$ cat config.mk
export PLATFORM = sky130hd
export DESIGN_NAME = psram_arbiter_flat
export DESIGN_NICKNAME = d
export VERILOG_FILES = /design/src/rtl/psram_arb_pkg.sv /design/src/rtl/psram_arbiter_if.sv /design/src/rtl/psram_rr_pick.sv /design/src/rtl/psram_arbiter.sv /design/src/flat_wrapper.sv
export SDC_FILE = /design/constraint.sdc
export NUM_CORES = 1
export LEC_CHECK = 0
export ABC_AREA = 1
export BUFFER_PORTS_ARGS = -buffer_cell sky130_fd_sc_hd__buf_4
export CAP_MARGIN = 20
export CORE_MARGIN = 2
export CORE_UTILIZATION = 45
export CTS_BUF_LIST = sky130_fd_sc_hd__clkbuf_8 sky130_fd_sc_hd__clkbuf_16
export DETAILED_ROUTE_END_ITERATION = 6
export GPL_ROUTABILITY_DRIVEN = 0
export GPL_TIMING_DRIVEN = 0
export PLACE_DENSITY = 0.81
export SETUP_SLACK_MARGIN = 0.3
export SLEW_MARGIN = 15
export SYNTH_ARGS = -nofsm -noshare
export SYNTH_HDL_FRONTEND = slang
export SYNTH_HIERARCHICAL = 1
export SYNTH_SLANG_ARGS = --single-unit
export TNS_END_PERCENT = 50
$ cat constraint.sdc
create_clock -name sys_clk -period 2.46 [get_ports sys_clk]
set_input_delay 0.246 -clock sys_clk [delete_from_list [all_inputs] [get_ports sys_clk]]
set_output_delay 0.246 -clock sys_clk [all_outputs]
set_load 0.05 [all_outputs]
$ cat src/rtl/psram_arb_pkg.sv
// psram_arb_pkg: shared definitions for the PSRAM two-port arbiter.
//   - FSM state encoding (3 bits) and its enum type
//   - port count and the address / length / data field widths
//   - small helpers converting between a grant index and a one-hot grant
package psram_arb_pkg;

    localparam int NUM_PORTS = 2;
    localparam int ADDR_W    = 32;
    localparam int LEN_W     = 12;
    localparam int DATA_W    = 16;

    localparam logic [2:0] ST_IDLE      = 3'd0;
    localparam logic [2:0] ST_ARB       = 3'd1;
    localparam logic [2:0] ST_ISSUE     = 3'd2;
    localparam logic [2:0] ST_XFER      = 3'd3;
    localparam logic [2:0] ST_WAIT_DONE = 3'd4;
    localparam logic [2:0] ST_FIN       = 3'd5;

    typedef enum logic [2:0] {
        IDLE      = ST_IDLE,
        ARB       = ST_ARB,
        ISSUE     = ST_ISSUE,
        XFER      = ST_XFER,
        WAIT_DONE = ST_WAIT_DONE,
        FIN       = ST_FIN
    } arb_state_e;

    // Index of a one-hot two-port grant (bit 1 set -> port 1).
    function automatic logic onehot_to_idx(input logic [NUM_PORTS-1:0] oh);
        return oh[1];
    endfunction

    // One-hot vector for a grant index.
    function automatic logic [NUM_PORTS-1:0] idx_to_onehot(input logic idx);
        return idx ? 2'b10 : 2'b01;
    endfunction

endpackage

$ cat src/rtl/psram_arbiter_if.sv
// psram_arbiter_if: client-side request/beat bus of the PSRAM arbiter.
//   req_valid/req_rw/req_addr/req_len/wr_data : client -> arbiter (packed per port)
//   req_ready/port_wr_valid/port_rd_valid/port_done/port_err : arbiter -> client
// Modports: master = client side, slave = arbiter side.
interface psram_arbiter_if;
    import psram_arb_pkg::*;

    logic [NUM_PORTS-1:0]          req_valid;
    logic [NUM_PORTS-1:0]          req_rw;
    logic [NUM_PORTS*ADDR_W-1:0]   req_addr;
    logic [NUM_PORTS*LEN_W-1:0]    req_len;
    logic [NUM_PORTS*DATA_W-1:0]   wr_data;
    logic [NUM_PORTS-1:0]          req_ready;
    logic [NUM_PORTS-1:0]          port_wr_valid;
    logic [NUM_PORTS-1:0]          port_rd_valid;
    logic [NUM_PORTS-1:0]          port_done;
    logic [NUM_PORTS-1:0]          port_err;

    modport master (
        output req_valid, req_rw, req_addr, req_len, wr_data,
        input  req_ready, port_wr_valid, port_rd_valid, port_done, port_err
    );

    modport slave (
        input  req_valid, req_rw, req_addr, req_len, wr_data,
        output req_ready, port_wr_valid, port_rd_valid, port_done, port_err
    );

endinterface

$ cat src/rtl/psram_rr_pick.sv
// psram_rr_pick: combinational two-port round-robin picker.
//   req_i        : per-port request
//   last_grant_i : index of the port granted last
//   gnt_o        : one-hot grant (zero when nothing requests)
module psram_rr_pick
    import psram_arb_pkg::*;
(
    input  logic [NUM_PORTS-1:0] req_i,
    input  logic                 last_grant_i,
    output logic [NUM_PORTS-1:0] gnt_o
);

    // A tie goes to the port that did not win last time.
    always_comb begin
        gnt_o = 2'b00;
        case (req_i)
            2'b01:   gnt_o = 2'b01;
            2'b10:   gnt_o = 2'b10;
            2'b11:   gnt_o = last_grant_i ? 2'b01 : 2'b10;
            default: gnt_o = 2'b00;
        endcase
    end

endmodule

$ cat src/rtl/psram_arbiter.sv
// psram_arbiter: two-port round-robin front end for the PSRAM controller.
// Serialises client bursts onto the controller command interface, issues one
// psram_exe per transaction and steers per-beat strobes / write data to the
// granted client.
// Ports:
//   sys_clk, sys_rst (sync, active-high), init_cable_complete
//   bus        : client bus (psram_arbiter_if.slave)
//   psram_done, psram_wr_valid, psram_rd_valid : controller status in
//   psram_exe, rw_ctrl, addr_in, burst_len, data_in : controller command out
//   bit_ctrl, wrap_in, byte_write, command_in : constant controller settings
// Build option: PSRAM_ARB_WDOG_EN adds a stall watchdog (WDOG_CYCLES) that
// ends a stuck transfer with an error completion.
module psram_arbiter
    import psram_arb_pkg::*;
#(
    parameter int BIT_MODE    = 16,
    parameter     WRAP_MODE   = "wrap",
    parameter int WDOG_CYCLES = 1024
) (
    input  logic                sys_clk,
    input  logic                sys_rst,
    input  logic                init_cable_complete,
    psram_arbiter_if.slave      bus,
    input  logic                psram_done,
    input  logic                psram_wr_valid,
    input  logic                psram_rd_valid,
    output logic                psram_exe,
    output logic                rw_ctrl,
    output logic [ADDR_W-1:0]   addr_in,
    output logic [LEN_W-1:0]    burst_len,
    output logic [DATA_W-1:0]   data_in,
    output logic                bit_ctrl,
    output logic                wrap_in,
    output logic [1:0]          byte_write,
    output logic [1:0]          command_in
);

    arb_state_e              state_q;
    logic                    gnt_q;
    logic                    last_q;
    logic                    rw_q;
    logic [ADDR_W-1:0]       addr_q;
    logic [LEN_W-1:0]        len_q;
    logic [LEN_W-1:0]        cnt_q;
    logic                    exe_q;
    logic [NUM_PORTS-1:0]    ready_q;
    logic [NUM_PORTS-1:0]    done_q;
    logic [NUM_PORTS-1:0]    err_q;

    logic [NUM_PORTS-1:0]    pick_s;
    logic                    pick_idx_s;
    logic                    pick_rw_s;
    logic [ADDR_W-1:0]       pick_addr_s;
    logic [LEN_W-1:0]        pick_len_s;
    logic [NUM_PORTS-1:0]    gnt_oh_s;
    logic [LEN_W-1:0]        cnt_inc_s;
    logic                    beat_s;
    logic                    wd_hit_s;
    logic [NUM_PORTS-1:0]    wr_strobe_s;
    logic [NUM_PORTS-1:0]    rd_strobe_s;
    logic [DATA_W-1:0]       data_s;

    psram_rr_pick u_pick (
        .req_i        (bus.req_valid),
        .last_grant_i (last_q),
        .gnt_o        (pick_s)
    );

    assign pick_idx_s = onehot_to_idx(pick_s);
    assign gnt_oh_s   = idx_to_onehot(gnt_q);
    assign cnt_inc_s  = cnt_q + 12'd1;
    // Only beats of the granted direction count; the other strobe is ignored.
    assign beat_s     = (state_q == XFER) && (rw_q ? psram_wr_valid : psram_rd_valid);

    // Request fields of the port the picker selected.
    always_comb begin
        pick_rw_s   = 1'b0;
        pick_addr_s = 32'h0000_0000;
        pick_len_s  = 12'd0;
        case (pick_idx_s)
            1'b0: begin
                pick_rw_s   = bus.req_rw[0];
                pick_addr_s = bus.req_addr[31:0];
                pick_len_s  = bus.req_len[11:0];
            end
            default: begin
                pick_rw_s   = bus.req_rw[1];
                pick_addr_s = bus.req_addr[63:32];
                pick_len_s  = bus.req_len[23:12];
            end
        endcase
    end

    // Zero-latency beat strobe and write data routing to the granted port.
    always_comb begin
        wr_strobe_s = 2'b00;
        rd_strobe_s = 2'b00;
        data_s      = 16'h0000;
        if (state_q == XFER) begin
            if (rw_q) begin
                wr_strobe_s[gnt_q] = psram_wr_valid;
            end else begin
                rd_strobe_s[gnt_q] = psram_rd_valid;
            end
        end else begin
            wr_strobe_s = 2'b00;
        end
        if (rw_q && (state_q == ISSUE || state_q == XFER || state_q == WAIT_DONE)) begin
            data_s = gnt_q ? bus.wr_data[31:16] : bus.wr_data[15:0];
        end else begin
            data_s = 16'h0000;
        end
    end

`ifdef PSRAM_ARB_WDOG_EN
    localparam int WD_W = $clog2(WDOG_CYCLES + 1);
    logic [WD_W-1:0] wd_q;

    // Stall counter: runs in XFER/WAIT_DONE, cleared by routed beats. The
    // XFER->WAIT_DONE move always coincides with the final beat, so the
    // state change clears it as well.
    always_ff @(posedge sys_clk) begin
        if (sys_rst) begin
            wd_q <= '0;
        end else if (beat_s || (state_q != XFER && state_q != WAIT_DONE)) begin
            wd_q <= '0;
        end else begin
            wd_q <= wd_q + 1'b1;
        end
    end

    assign wd_hit_s = (wd_q == WD_W'(WDOG_CYCLES - 1));
`else
    // No watchdog: the stall condition can never be met.
    assign wd_hit_s = (WDOG_CYCLES < 0);
`endif

    // Arbitration FSM with registered command and completion outputs.
    always_ff @(posedge sys_clk) begin
        if (sys_rst) begin
            state_q <= IDLE;
            gnt_q   <= 1'b0;
            last_q  <= 1'b1;
            rw_q    <= 1'b0;
            addr_q  <= 32'h0000_0000;
            len_q   <= 12'd0;
            cnt_q   <= 12'd0;
            exe_q   <= 1'b0;
            ready_q <= 2'b00;
            done_q  <= 2'b00;
            err_q   <= 2'b00;
        end else begin
            exe_q   <= 1'b0;
            ready_q <= 2'b00;
            done_q  <= 2'b00;
            err_q   <= 2'b00;
            case (state_q)
                IDLE: begin
                    if (init_cable_complete) state_q <= ARB;
                    else                     state_q <= IDLE;
                end
                ARB: begin
                    // Command fields are latched here so they are already
                    // valid in the ISSUE cycle alongside psram_exe.
                    if (init_cable_complete && (pick_s != 2'b00)) begin
                        gnt_q   <= pick_idx_s;
                        last_q  <= pick_idx_s;
                        rw_q    <= pick_rw_s;
                        addr_q  <= pick_addr_s;
                        len_q   <= pick_len_s;
                        cnt_q   <= 12'd0;
                        ready_q <= pick_s;
                        exe_q   <= (pick_len_s != 12'd0);
                        state_q <= ISSUE;
                    end else begin
                        state_q <= ARB;
                    end
                end
                ISSUE: begin
                    if (len_q == 12'd0) begin
                        done_q  <= gnt_oh_s;
                        state_q <= FIN;
                    end else begin
                        state_q <= XFER;
                    end
                end
                XFER: begin
                    if (beat_s) cnt_q <= cnt_inc_s;
                    if (beat_s && (cnt_inc_s == len_q)) begin
                        if (psram_done) begin
                            done_q  <= gnt_oh_s;
                            state_q <= FIN;
                        end else begin
                            state_q <= WAIT_DONE;
                        end
                    end else if (psram_done || wd_hit_s) begin
                        done_q  <= gnt_oh_s;
                        err_q   <= gnt_oh_s;
                        state_q <= FIN;
                    end else begin
                        state_q <= XFER;
                    end
                end
                WAIT_DONE: begin
                    if (psram_done) begin
                        done_q  <= gnt_oh_s;
                        state_q <= FIN;
                    end else if (wd_hit_s) begin
                        done_q  <= gnt_oh_s;
                        err_q   <= gnt_oh_s;
                        state_q <= FIN;
                    end else begin
                        state_q <= WAIT_DONE;
                    end
                end
                FIN:     state_q <= ARB;
                default: state_q <= IDLE;
            endcase
        end
    end

    assign bus.req_ready     = ready_q;
    assign bus.port_done     = done_q;
    assign bus.port_err      = err_q;
    assign bus.port_wr_valid = wr_strobe_s;
    assign bus.port_rd_valid = rd_strobe_s;
    assign psram_exe         = exe_q;
    assign rw_ctrl           = rw_q;
    assign addr_in           = addr_q;
    assign burst_len         = len_q;
    assign data_in           = data_s;
    assign bit_ctrl          = (BIT_MODE == 16) ? 1'b1 : 1'b0;
    assign wrap_in           = (WRAP_MODE == "wrap") ? 1'b0 : 1'b1;
    assign byte_write        = 2'b00;
    assign command_in        = 2'b00;

endmodule

$ cat src/flat_wrapper.sv
// flat-port wrapper written by rule: the top's interface ports become plain ports
module psram_arbiter_flat import psram_arb_pkg::*;
#(
    parameter int BIT_MODE    = 16,
    parameter     WRAP_MODE   = "    ",
    parameter int WDOG_CYCLES = 1024
)
  (sys_clk, sys_rst, init_cable_complete, psram_done, psram_wr_valid, psram_rd_valid, psram_exe, rw_ctrl, addr_in, burst_len, data_in, bit_ctrl, wrap_in, byte_write, command_in, bus_req_valid, bus_req_rw, bus_req_addr, bus_req_len, bus_wr_data, bus_req_ready, bus_port_wr_valid, bus_port_rd_valid, bus_port_done, bus_port_err);
  psram_arbiter_if bus_i ();
  input  logic sys_clk;
  input  logic sys_rst;
  input  logic init_cable_complete;
  input  logic psram_done;
  input  logic psram_wr_valid;
  input  logic psram_rd_valid;
  output logic psram_exe;
  output logic rw_ctrl;
  output logic [ADDR_W-1:0] addr_in;
  output logic [LEN_W-1:0] burst_len;
  output logic [DATA_W-1:0] data_in;
  output logic bit_ctrl;
  output logic wrap_in;
  output logic [1:0] byte_write;
  output logic [1:0] command_in;
  input wire logic [$bits(bus_i.req_valid)-1:0] bus_req_valid;
  input wire logic [$bits(bus_i.req_rw)-1:0] bus_req_rw;
  input wire logic [$bits(bus_i.req_addr)-1:0] bus_req_addr;
  input wire logic [$bits(bus_i.req_len)-1:0] bus_req_len;
  input wire logic [$bits(bus_i.wr_data)-1:0] bus_wr_data;
  output wire logic [$bits(bus_i.req_ready)-1:0] bus_req_ready;
  output wire logic [$bits(bus_i.port_wr_valid)-1:0] bus_port_wr_valid;
  output wire logic [$bits(bus_i.port_rd_valid)-1:0] bus_port_rd_valid;
  output wire logic [$bits(bus_i.port_done)-1:0] bus_port_done;
  output wire logic [$bits(bus_i.port_err)-1:0] bus_port_err;
  assign bus_i.req_valid = bus_req_valid;
  assign bus_i.req_rw = bus_req_rw;
  assign bus_i.req_addr = bus_req_addr;
  assign bus_i.req_len = bus_req_len;
  assign bus_i.wr_data = bus_wr_data;
  assign bus_req_ready = bus_i.req_ready;
  assign bus_port_wr_valid = bus_i.port_wr_valid;
  assign bus_port_rd_valid = bus_i.port_rd_valid;
  assign bus_port_done = bus_i.port_done;
  assign bus_port_err = bus_i.port_err;
  psram_arbiter #(.BIT_MODE(BIT_MODE), .WRAP_MODE(WRAP_MODE), .WDOG_CYCLES(WDOG_CYCLES)) u_core (.sys_clk(sys_clk), .sys_rst(sys_rst), .init_cable_complete(init_cable_complete), .bus(bus_i), .psram_done(psram_done), .psram_wr_valid(psram_wr_valid), .psram_rd_valid(psram_rd_valid), .psram_exe(psram_exe), .rw_ctrl(rw_ctrl), .addr_in(addr_in), .burst_len(burst_len), .data_in(data_in), .bit_ctrl(bit_ctrl), .wrap_in(wrap_in), .byte_write(byte_write), .command_in(command_in));
endmodule
== Word level (Yosys, flattened, before mapping) ==
Cells that the tools add are included.
Storage, ports and cells
  bits in registers: 69
  latch bits: 0
  RAM bits: 0
  ROM bits: 0
  input port bits: 130
  output and inout port bits: 78
  word-level logic and storage cells: 75
  memories: 0
Cells by class
  add/sub/neg operators: 1
  multiply operators: 0
  div/mod/pow operators: 0
  magnitude comparators: 2
  equal/unequal tests: 11
  shift-type cells: 0
  muxes and demuxes: 28
  bitwise gates (word level): 5
  reductions and logical operators: 17
Operators by type and width (count)
  $mux W12: 3
  $mux W16: 2
  $mux W32: 1
  $pmux W12 S2: 1
  $mux W2: 9
  $pmux W3 S6: 1
  $add A12 B1 Y12 const B: 1
  $eq A12 B12 Y1: 1
  $logic_not A12 Y1: 1
  $reduce_bool A12 Y1: 1
  $mux W3: 3
  $eq A3 B2 Y1 const B: 2
  $eq A3 B3 Y1 const B: 2
  $pmux W2 S3: 1
  $reduce_or A3 Y1: 2
  $logic_and A1 B1 Y1: 5
  $mux W1: 5
  $and A2 B2 Y2: 2
  $eq A2 B2 Y1 const B: 2
  $ne A2 B1 Y1 const B: 2
  $pmux W2 S2: 1
  $reduce_bool A2 Y1: 2
  $eq A3 B1 Y1 const B: 1
  $logic_not A3 Y1: 1
  9 further kinds: 12

== Depth between registers and ports, before layout ==
Gate-level depths: netlist of the first run.
  word-level depth: 7
  depth in mapped cells: 15
  depth with buffers taken out: 15

== By module ==
Netlist of the first run, hierarchy kept.
By module, submodules not included
  psram_arbiter: instances 1, cells an instance 559, area each 3717.3 um^2, seq. area each 1381.3 um^2
  psram_rr_pick: instances 1, cells an instance 5, area each 21.3 um^2, seq. area each 0.0 um^2

== Least setup slack after synthesis of the first run ==
OpenSTA, ideal clock, no wires.
  path type: register to output
  start: reg u_core.rw_q (netlist: u_core/rw_ctrl)
  end: out bus_port_wr_valid[0]
  arrival time: 1.933 ns
  required time: 2.214 ns
  slack: 0.281 ns
  cell stages (with the launch flop): 3
  buffers on the path: 0
  path through: dfxtp_1 nand2_1 nor3_1
Between the ends
  cells in the longest elaborated chain, start to end: 2
RTL lines
  from (decl): RTL line psram_arbiter.sv:41  | logic rw_q;
  from (signal assigned): RTL line psram_arbiter.sv:168  | rw_q <= pick_rw_s;
  $mux W2: RTL line psram_arbiter.sv:100  | if (rw_q) begin
  $mux W2: RTL line psram_arbiter.sv:99  | if (state_q == XFER) begin
  to (decl): RTL line flat_wrapper.sv:31  | output wire logic [$bits(bus_i.port_wr_valid)-1:0] bus_port_wr_valid;
No other way between the ends.

== Worst setup path in the final report of the first run ==
  start: reg u_core.last_q
  end: reg u_core.exe_q (netlist: u_core/psram_exe)
Between the ends
  cells in the longest elaborated chain, start to end: 6
  elaborated cells between the ends (all ways): 8
  classes of those cells: mux: 3; bitwise: 1; reduce/logical: 4
RTL lines
  from (decl): RTL line psram_arbiter.sv:40  | logic last_q;
  from (signal assigned): RTL line psram_arbiter.sv:167  | last_q <= pick_idx_s;
  $mux W2 (*): RTL line psram_rr_pick.sv:19  | 2'b11: gnt_o = last_grant_i ? 2'b01 : 2'b10;
  $pmux W2 S3 (*): RTL line psram_rr_pick.sv:16  | case (req_i)
  net u_core.pick_s[1]: RTL line psram_arbiter.sv:50  | logic [NUM_PORTS-1:0] pick_s;
  $reduce_bool A2 Y1: RTL line psram_arbiter.sv:165  | if (init_cable_complete && (pick_s != 2'b00)) begin
  $logic_and A1 B1 Y1: RTL line psram_arbiter.sv:165
  $not A1 Y1 (no line)
  $reduce_or A3 Y1 (no line)
  to (signal assigned): RTL line psram_arbiter.sv:173  | exe_q <= (pick_len_s != 12'd0);
  to (decl): RTL line psram_arbiter.sv:45  | logic exe_q;
Mark *: on every way through the listed nets, which the timed path passes. The rest lies on a longest branch.
A chain may end at the register's enable or synchronous reset.

==> results of run 1 <==
synthesized netlist by cell type, types with 10 or more instances:
library cell / instances
a211oi_1: 10
nand2_1: 192
nor2_1: 26
dfxtp_1: 69
inv_1: 37
clkbuf_1: 23
nor3_1: 10
a31oi_1: 34
o21ai_0: 37
a21oi_1: 34
mux2i_1: 10
nand3_1: 28
cell type report:
class / count / area [µm²]
Timing Repair Buffer: 201 / 1510
Fill cell: 688 / 2560
Clock buffer: 10 / 138
Tap cell: 105 / 131
Multi-Input combinational cell: 422 / 2050
Inverter: 40 / 150
Buffer: 37 / 180
Clock inverter: 6 / 31.3
Sequential cell: 69 / 1380
worst max-delay path by stage:
| stage | slack, ns | endpoint | startpoint | cells past startpoint |
|---|---|---|---|---|
| 2_1_floorplan | 0.28 | bus_port_wr_valid[0] | u_core/rw_ctrl$_SDFFE_PP0P_ | 2 |
| 3_3_place_gp | 0.35 | u_core/psram_exe$_SDFF_PP0_ | bus_req_valid[1] | 9 |
| 3_5_place_dp | 0.28 | u_core/psram_exe$_SDFF_PP0_ | bus_req_valid[1] | 9 |
| 4_1_cts | 0.29 | u_core/psram_exe$_SDFF_PP0_ | u_core/last_q$_SDFFE_PP1P_ | 7 |
| 5_1_grt | 0.24 | u_core/psram_exe$_SDFF_PP0_ | u_core/last_q$_SDFFE_PP1P_ | 7 |
| 6_report | 0.36 | u_core/psram_exe$_SDFF_PP0_ | u_core/last_q$_SDFFE_PP1P_ | 7 |
flip-flops by register name, indices dropped and copies added (netlist names):
register	count
u_core/psram_exe	1
u_core/bus.port_done	2
u_core/bus.port_err	2
u_core/addr_in	32
u_core/rw_ctrl	1
u_core/last_q	1
u_core/gnt_q	1
u_core/burst_len	12
u_core/cnt_q	12
u_core/bus.req_ready	2
u_core/state_q	3
cell families after synthesis:
| group | after synthesis | share of synthesized area, % |
|---|---|---|
| other | 2 | 0.201 |
| AND/OR/NAND/NOR | 284 | 32.8 |
| AO/OA/AOI/OAI | 119 | 18.0 |
| adder cells (fa/ha/maj) | 1 | 0.335 |
| XOR/XNOR | 2 | 0.469 |
| buffers and inverters | 77 | 8.60 |
| flip-flops | 69 | 36.9 |
| multiplexers | 10 | 2.68 |
layer usage:
metal / wire [µm] / track usage [%]
met1: 5330 / 35.7
met2: 6700 / 49.4
met3: 910 / 5.06
met4: 296 / 9.78
met5: 0 / 0
metrics by stage:
stage,hold slack [ns],setup WS [ns]
final,0.181,0.364
after detailed placement,0.480,0.276
after global routing,0.184,0.241
after CTS,0.168,0.289
after floorplan,0.407,0.281
after global placement,0.474,0.355
timing repair:
action | CTS | global route
setup endpoints to repair | 11 | 12
pin swaps | 0 | 0
resized for setup | 3 | 3
report_power, final:
part / total, µW / internal (µW) / switching, µW
registers: 1220 / 1170 / 48.3
logic: 757 / 300 / 457
clock network: 806 / 383 / 423
total: 2780 / 1860 / 928
worst min-delay path, stage by stage:
cell,delay [ns]
buf_4,0.10
nand2_1,0.05
a31oi_1,0.07
==> flow_summary_export.csv, run 1 <==
group,metric,value,unit
sta,fin_setup_tns,0,ns
power,power,2780,µW
yosys,synth_top_cells_by_area,"dfxtp_1 (37%), nand2_1 (19%), a31oi_1 (5.7%)",
yosys,synth_edf_count,0,
clocking,clk_latency,0.33,ns
route,wirelength,13200,µm
min_path,whs_path_depth,3,
sta,slew_violations,0,
clocking,htreeDepth,3,
critical_path,worstPathArrival,2.31,ns
status,outcome,"complete, no violations",
floorplanning,die_y,95.2,µm
finish,diodes,0,
route,drtAntennaViolNets,0,
critical_path,reg2regPathDepth,7,
floorplanning,num_rows,33,
route,drt-initial-drc-count,193,
placed_design,placed_cell_area,5390,µm²
power,ir_drop,0.281,mV
clocking,cts_tree,"built",
power,power.density,499,nW/µm²
yosys,ys_seq_area_share,36.9,%
critical_path,path_cells,"a21oi_1, clkbuf_4, clkbuf_4, mux2i_1, nand4_1, o41ai_1, inv_1",
finish,final_layout_size_suffix_gt1_share,32.0,%
clocking,cts_sinks,69,
placed_design,portBuffers,201,
finish,final_common_cell,"buf_4",
clocking,cts-root-buf,"clkbuf_8",
critical_path,r2r_end,"u_core/psram_exe$_SDFF_PP0_",
clocking,cts_setup_buffers,0,
flow_run,drv_cap,0,
yosys,async_reset_ff_share,0,%
sta,final.min_clock_period,2.10,ns
min_path,hold_start,"bus_req_addr[26]",
critical_path,crit_family,"buffers and inverters",
yosys,synth_top_area_share,36.9,%
sta,fmax,0.477,GHz
critical_path,cpPeakStageDelay,0.33,ns
critical_path,path_max_fanout,10,
yosys,synth_area,3740,µm²
clocking,cts.path.max_buffers,2,
finish,final_core_util,68.5,%
min_path,min_path_type,"in2reg",
min_path,hold_end,"u_core/addr_in[26]$_SDFFE_PP0P_",
finish,area_growth,49.1,%
route,drc,0,
yosys,yosysWarnings,6,
sta,slew_headroom,55.1,%
global_route,grt_overflow,0,
critical_path,start_kind,"register",
global_route,antenna_found_initial,0,
floorplanning,io_pins,208,
critical_path,cpMostUsedCell,"clkbuf_4",
critical_path,ff2ff_setup_slack,0.36,ns
critical_path,end_kind,"register",
global_route,grt_pass1_wl,20400,µm
global_route,grt_pass1_vias,4410,
yosys,ys_ff_latch,69,
finish,final_nets,911,
floorplanning,start_util,46.0,%
route,num_vias,4718,
critical_path,worstSetupPathType,"reg2reg",
sta,report.final.hold_viol_count,0,
critical_path,cp_num_buf_inv,3,
finish,layout_common_cells,"buf_4 (207), nand2_1 (191), dfxtp_1 (69), inv_1 (38), o21ai_0 (37)",
placed_design,dp.cells,874,
critical_path,slowest_stage,"dfxtp_1",
finish,final_cells,890,
sta,clock_skew,0.00942,ns
yosys,synth_ff_type,"dfxtp_1",
global_route,grt_max_degree,12,
clocking,clk_pin_slew,0.07,ns
critical_path,cp.required,2.67,ns
yosys,synth_cells,564,
clocking,cts-buffers-inserted,9,
clocking,ctsHoldBuffers,0,
global_route,track_usage,28.6,%
floorplanning,die_width,95.2,µm
yosys,avgSynthCellArea,6.63,µm²
floorplanning,core,8130,µm²
sta,fin_crit_sh,85.2,%
yosys,synth_top_area_cell,"dfxtp_1",
power,power.leakage,0.00266,µW
finish,postLayoutCellArea,5570,µm²
sta,setup_viol,0,
sta,rsz0062_at_grt,"yes",
sta,tightest_slew,0.673,ns
placed_design,dpl.hpwl,10400,µm
route,drtPass1Iterations,5,
route,wire_per_inst,14.9,µm
critical_path,rr_startpoint,"u_core/last_q$_SDFFE_PP1P_",
floorplanning,die-area,9050,µm²
route,vias_per_cell,5.30,
yosys,synth.distinct_cells,37,
(Power assumes the default switching activity.)
==> run 2, diff against run 1 <==
Settings changed: ABC_AREA 1 to default, CTS_CLUSTER_DIAMETER from default to 30, PLACE_DENSITY 0.81 to default, PLACE_DENSITY_LB_ADDON from default to 0.3.
==> run 2 against run 1 <==
Against the previous run:
- via count fell by 13%
- setup slack got worse by 0.017 ns
- first-iteration DRC count fell by 9.3%
- synthesized area rose by 1.5%
- cell area rose by 4.2%
- clock skew fell by 0.0012 ns
- count of clock-buffer cells in the layout fell by 1
- clock power rose by 29%
- fmax fell by 0.78%
- non-clock buffer count rose by 5
- sequential share of layout area fell by 0.79 points
- critical endpoint is now u_core/cnt_q[10]$_SDFFE_PP0P_
- largest power group unchanged
==> flow_summary_export.csv, run 2 <==
group,metric,value,unit
critical_path,crit_family,"compound AO/OA/AOI/OAI gates",
power,ir_drop,0.297,mV
sta,fin_crit_sh,85.9,%
yosys,yosysWarnings,6,
route,wl_met2,6470,µm
finish,postLayoutCellArea,5810,µm²
clocking,clk_latency,0.34,ns
yosys,synth.distinct_cells,54,
finish,diodes,0,
finish,final_layout_size_suffix_gt1_share,40.9,%
critical_path,cpPeakStageDelay,0.38,ns
critical_path,path_cells,"buf_4, nand3b_4, buf_4, a21oi_2, nor2_1, clkbuf_1, a21o_1, a21oi_1, nor2_1",
global_route,track_usage,25.2,%
route,met3WireLength,1000,µm
yosys,synth_area,3790,µm²
clocking,cts.path.max_buffers,2,
finish,area_growth,53.2,%
power,power.leakage,0.00252,µW
critical_path,end_kind,"register",
floorplanning,die_y,95.8,µm
placed_design,portBuffers,201,
route,vias_per_cell,5.36,
yosys,synth_common_cells,"nor2_1 (81), dfxtp_1 (69), mux2i_1 (61)",
floorplanning,die-area,9180,µm²
finish,multiInputGateArea,2300,µm²
yosys,ys_seq_area_share,36.4,%
power,power.density,544,nW/µm²
sta,report.final.hold_viol_count,0,
finish,final_nets,789,
flow_run,drv_cap,0,
sta,slew_violations,0,
global_route,grt_overflow,0,
critical_path,cp_num_buf_inv,3,
critical_path,worstPathArrival,2.33,ns
finish,nFillCells,652,
critical_path,path_max_fanout,10,
clocking,cts_sinks,69,
yosys,async_reset_ff_share,0,%
yosys,synth_top_cells_by_area,"dfxtp_1 (36%), mux2i_1 (16%), a211oi_1 (9.1%)",
clocking,ctsHoldBuffers,0,
status,outcome,"complete, no violations",
yosys,synth_edf_count,0,
global_route,grt_pass1_vias,3913,
finish,regArea,1390,µm²
critical_path,slowest_stage,"a21oi_2",
route,num_vias,4118,
sta,clock_skew,0.00823,ns
clocking,clk_pin_slew,0.08,ns
clocking,cts-root-buf,"clkbuf_8",
route,drtPass1Iterations,5,
yosys,synth_ff_type,"dfxtp_1",
min_path,min_path_type,"in2reg",
finish,layout_common_cells,"buf_4 (210), nor2_1 (81), dfxtp_1 (63), mux2i_1 (61), a211oi_1 (46)",
critical_path,worstSetupPathType,"reg2reg",
clocking,htreeDepth,3,
global_route,grt_max_degree,14,
sta,fmax,0.473,GHz
power,power,3160,µW
placed_design,placed_cell_area,5450,µm²
critical_path,start_kind,"register",
yosys,synth_top_area_cell,"dfxtp_1",
global_route,antenna_found_initial,0,
clocking,cts-buffers-inserted,9,
route,routed.top_layer,"met4",
floorplanning,num_rows,33,
yosys,synth_cells,440,
route,wl_met1,4690,µm
finish,final_common_cell,"buf_4",
sta,setup_viol,0,
route,wire_per_inst,16.1,µm
sta,final.min_clock_period,2.11,ns
sta,tightest_slew,0.780,ns
yosys,ys_ff_latch,69,
floorplanning,die_width,95.8,µm
placed_design,dpl.hpwl,9590,µm
route,drtAntennaViolNets,0,
route,drc,0,
sta,rsz0062_at_grt,"no",
critical_path,cp.required,2.67,ns
route,drt-initial-drc-count,175,
sta,fin_setup_tns,0,ns
finish,largest_register_ffs,32,
clocking,cts_tree,"built",
yosys,synth.most_common_cell,"nor2_1",
sta,finalHoldWorstSlack,0.164,ns
yosys,synth_top_area_share,36.4,%
sta,slew_headroom,48.0,%
global_route,grt_pass1_wl,18100,µm
floorplanning,core,8180,µm²
yosys,avgSynthCellArea,8.62,µm²
floorplanning,start_util,46.4,%
route,wirelength,12400,µm
floorplanning,io_pins,208,
==> run 2: cell count changes in the layout (fill, tap and decap cells not counted), moves of 22 or more <==
cell	previous run	this run
a31oi_1	34	2
nand3_1	28	6
o21ai_0	37	12
a211oi_1	10	46
mux2i_1	10	61
nor2_1	26	81
nand2_1	191	12
inv_1	38	7
==> run 2: metrics by stage <==
step                util (%)  instances  setup WS (ns)
floorplan                  -        444          0.272
global placement        66.7        750         0.0606
detailed placement      66.7        750         0.0573
CTS                     69.7        766          0.291
global route            71.1        768          0.283
finish                  71.1        768          0.347
==> run 2: layout make-up <==
type	instances	area share [%]
Multi-Input combinational cell	329	39.6
Tap cell	105	2.26
Clock buffer	9	2.13
Inverter	6	0.388
Timing Repair Buffer	203	26.2
Clock inverter	7	1.70
Sequential cell	69	24.0
Buffer	40	3.68
==> run 2: worst paths after layout <==
check	startpoint	to	slack, ns	cells after the start
hold / removal	psram_done	u_core/state_q[1]$_SDFF_PP0_	0.16	2
hold reg to reg	u_core/addr_in[31]$_SDFFE_PP0P_	u_core/addr_in[31]$_SDFFE_PP0P_	0.50	2
setup reg to reg	u_core/state_q[1]$_SDFF_PP0_	u_core/cnt_q[10]$_SDFFE_PP0P_	0.35	9
setup / recovery	u_core/state_q[1]$_SDFF_PP0_	u_core/cnt_q[10]$_SDFFE_PP0P_	0.35	9
==> run 2: worst reg2reg max path: stages (launching register included) <==
cell and delay, ns:
dfxtp_1 0.33, buf_4 0.19, nand3b_4 0.11, buf_4 0.16
a21oi_2 0.38, nor2_1 0.16, clkbuf_1 0.26, a21o_1 0.21
a21oi_1 0.14, nor2_1 0.05
==> run 2: what timing repair did <==
action                                  CTS  global route
pin swaps                                 0             8
gates resized for setup                   8            33
buffers inserted                          0             2
endpoints found under the setup margin   59            59
==> run 2: cells by family after synthesis <==
group / Yosys count / share of synthesized area [%]
buffers and inverters: 46 / 5.67
AOI/OAI and AO/OA: 98 / 19.0
xor gates and xnor gates: 15 / 3.46
and+or+nand+nor: 148 / 18.9
DFF: 69 / 36.4
other: 2 / 0.198
adders and majority gates: 1 / 0.330
muxes: 61 / 16.1
==> run 2: routing by layer <==
metal,vias to the layer above,global-route usage [%]
li1,2021,-
met1,1897,28.5
met2,176,46.1
met3,24,5.79
met4,0,9.05
met5,-,0
==> run 2: power breakdown <==
group          switching, µW  total (µW)  internal [µW]
clock network            464        1040            578
registers               54.9        1230           1180
logic                    516         887            371
total                   1040        3160           2130
==> run 3, diff against run 2 <==
Settings changed: REMOVE_ABC_BUFFERS from default to 1.
==> run 3 against run 2 <==
Against the previous run:
- sequential power barely moved
- wire length down 3.8%
- combinational power down 3.3%
- sequential share of layout area grew 0.43 points
- count of clock-buffer cells in the layout is the same
- clock skew is 0.0027 ns higher
- largest cell class unchanged
- largest power group unchanged
==> flow_summary_export.csv, run 3 (synthesis gave the netlist of run 2 again) <==
group,metric,value,unit
sta,fin_setup_tns,0,ns
clocking,cts_sinks,69,
global_route,grt_pass1_vias,3725,
clocking,cts-root-buf,"clkbuf_8",
route,drtAntennaViolNets,0,
critical_path,path_max_fanout,7,
global_route,grt_pass1_wl,17500,µm
floorplanning,num_rows,33,
finish,largest_register_ffs,32,
global_route,grt_max_degree,67,
clocking,clk_latency,0.35,ns
route,drt-initial-drc-count,167,
global_route,antenna_found_initial,0,
route,wire_per_inst,16.1,µm
route,num_vias,4017,
route,wirelength,11900,µm
sta,slew_headroom,52.8,%
floorplanning,start_util,46.4,%
power,power.density,531,nW/µm²
clocking,clk_pin_slew,0.07,ns
power,power.leakage,0.00245,µW
sta,tightest_slew,0.707,ns
critical_path,worstSetupPathType,"reg2reg",
critical_path,end_kind,"register",
sta,setup_ws,0.289,ns
power,power,3040,µW
sta,slew_violations,0,
finish,regArea,1400,µm²
global_route,track_usage,24.4,%
global_route,grt_overflow,0,
finish,final_nets,762,
route,vias_per_cell,5.42,
critical_path,start_kind,"register",
finish,final_common_cell,"buf_4",
placed_design,portBuffers,201,
clocking,htreeDepth,3,
sta,fmax,0.461,GHz
flow_run,drv_cap,0,
finish,multiInputGateArea,2310,µm²
sta,setup_viol,0,
floorplanning,core,8180,µm²
finish,diodes,0,
critical_path,worstPathArrival,2.39,ns
floorplanning,die-area,9180,µm²
sta,fin_crit_sh,88.3,%
finish,final_layout_size_suffix_gt1_share,41.4,%
clocking,cts-buffers-inserted,9,
placed_design,dp_slack,-0.465,ns
sta,final.min_clock_period,2.17,ns
floorplanning,die_y,95.8,µm
critical_path,cp.required,2.68,ns
min_path,min_path_type,"in2reg",
sta,rsz0062_at_grt,"yes",
floorplanning,io_pins,208,
finish,layout_common_cells,"buf_4 (212), nor2_1 (80), mux2i_1 (61), dfxtp_1 (59), a211oi_1 (46)",
sta,clock_skew,0.0109,ns
finish,nFillCells,629,
sta,report.final.hold_viol_count,0,
sta,finalHoldWorstSlack,0.135,ns
route,drc,0,
floorplanning,die_width,95.8,µm
status,outcome,"complete, no violations",
power,ir_drop,0.342,mV
finish,area_growth,51.0,%
clocking,ctsHoldBuffers,0,
clocking,cts_tree,"built",
clocking,cts.path.max_buffers,2,
route,drtPass1Iterations,4,
placed_design,dpl.hpwl,8820,µm
## run 3: changes by cell type in the layout (fill, tap and decap cells not counted), sizes merged
| cell | delta |
|---|---|
| bufinv | -1 |
| clkinvlp | +2 |
| clkinv | -1 |
| buf | -4 |
| clkbuf | -23 |
## run 3: power by group
group	switching, µW	internal (µW)
Combinational	488	370
Sequential	69.5	1180
Clock	460	473
## run 3: worst max-delay path: stages (launching register included)
cell,delay [ns]
dfxtp_4,0.39
ha_4,0.18
and3_1,0.25
nand3_2,0.15
xnor2_2,0.22
o2111ai_2,0.19
a2111oi_4,0.52
o32ai_1,0.14
## run 3: per-layer routing
| layer | vias up | track usage (%) | share of wire (%) |
|---|---|---|---|
| met1 | 1854 | 28.0 | 38 |
| met5 | - | 0 | 0 |
| met2 | 177 | 43.9 | 52 |
| met3 | 20 | 7.28 | 8.3 |
| met4 | 0 | 7.02 | 1.9 |
| li1 | 1966 | - | - |
## run 3: final cells by class
type / instances / area share (%)
multi-input cells: 329 / 40.3
inverters: 6 / 0.393
flip-flops and latches: 69 / 24.4
well taps: 105 / 2.29
repair buffers: 216 / 29.1
clock buffers: 9 / 2.16
clock inverters: 7 / 1.31
## run 3: through the flow
| step | instances | area (µm²) | util, % |
|---|---|---|---|
| floorplan | 404 | 3620 | - |
| global placement | 710 | 5260 | 64.3 |
| detailed placement | 718 | 5380 | 65.8 |
| CTS | 737 | 5620 | 68.7 |
| global route | 741 | 5730 | 70.1 |
| finish | 741 | 5730 | 70.1 |
## run 3: worst paths after layout
kind / startpoint / to / cells past startpoint / slack (ns)
worst max register to register: u_core/cnt_q[0]$_SDFFE_PP0P_ / u_core/state_q[1]$_SDFF_PP0_ / 7 / 0.29
worst max-delay path: u_core/cnt_q[0]$_SDFFE_PP0P_ / u_core/state_q[1]$_SDFF_PP0_ / 7 / 0.29
worst min-delay path: psram_done / u_core/state_q[1]$_SDFF_PP0_ / 2 / 0.14
worst min register to register: u_core/addr_in[31]$_SDFFE_PP0P_ / u_core/addr_in[31]$_SDFFE_PP0P_ / 2 / 0.50
## run 3: what timing repair did
| item | in CTS | in global routing |
|---|---|---|
| pin swaps | 2 | 3 |
| buffers inserted | 3 | 4 |
| endpoints found under the setup margin | 82 | 28 |
| gates resized for setup | 6 | 21 |
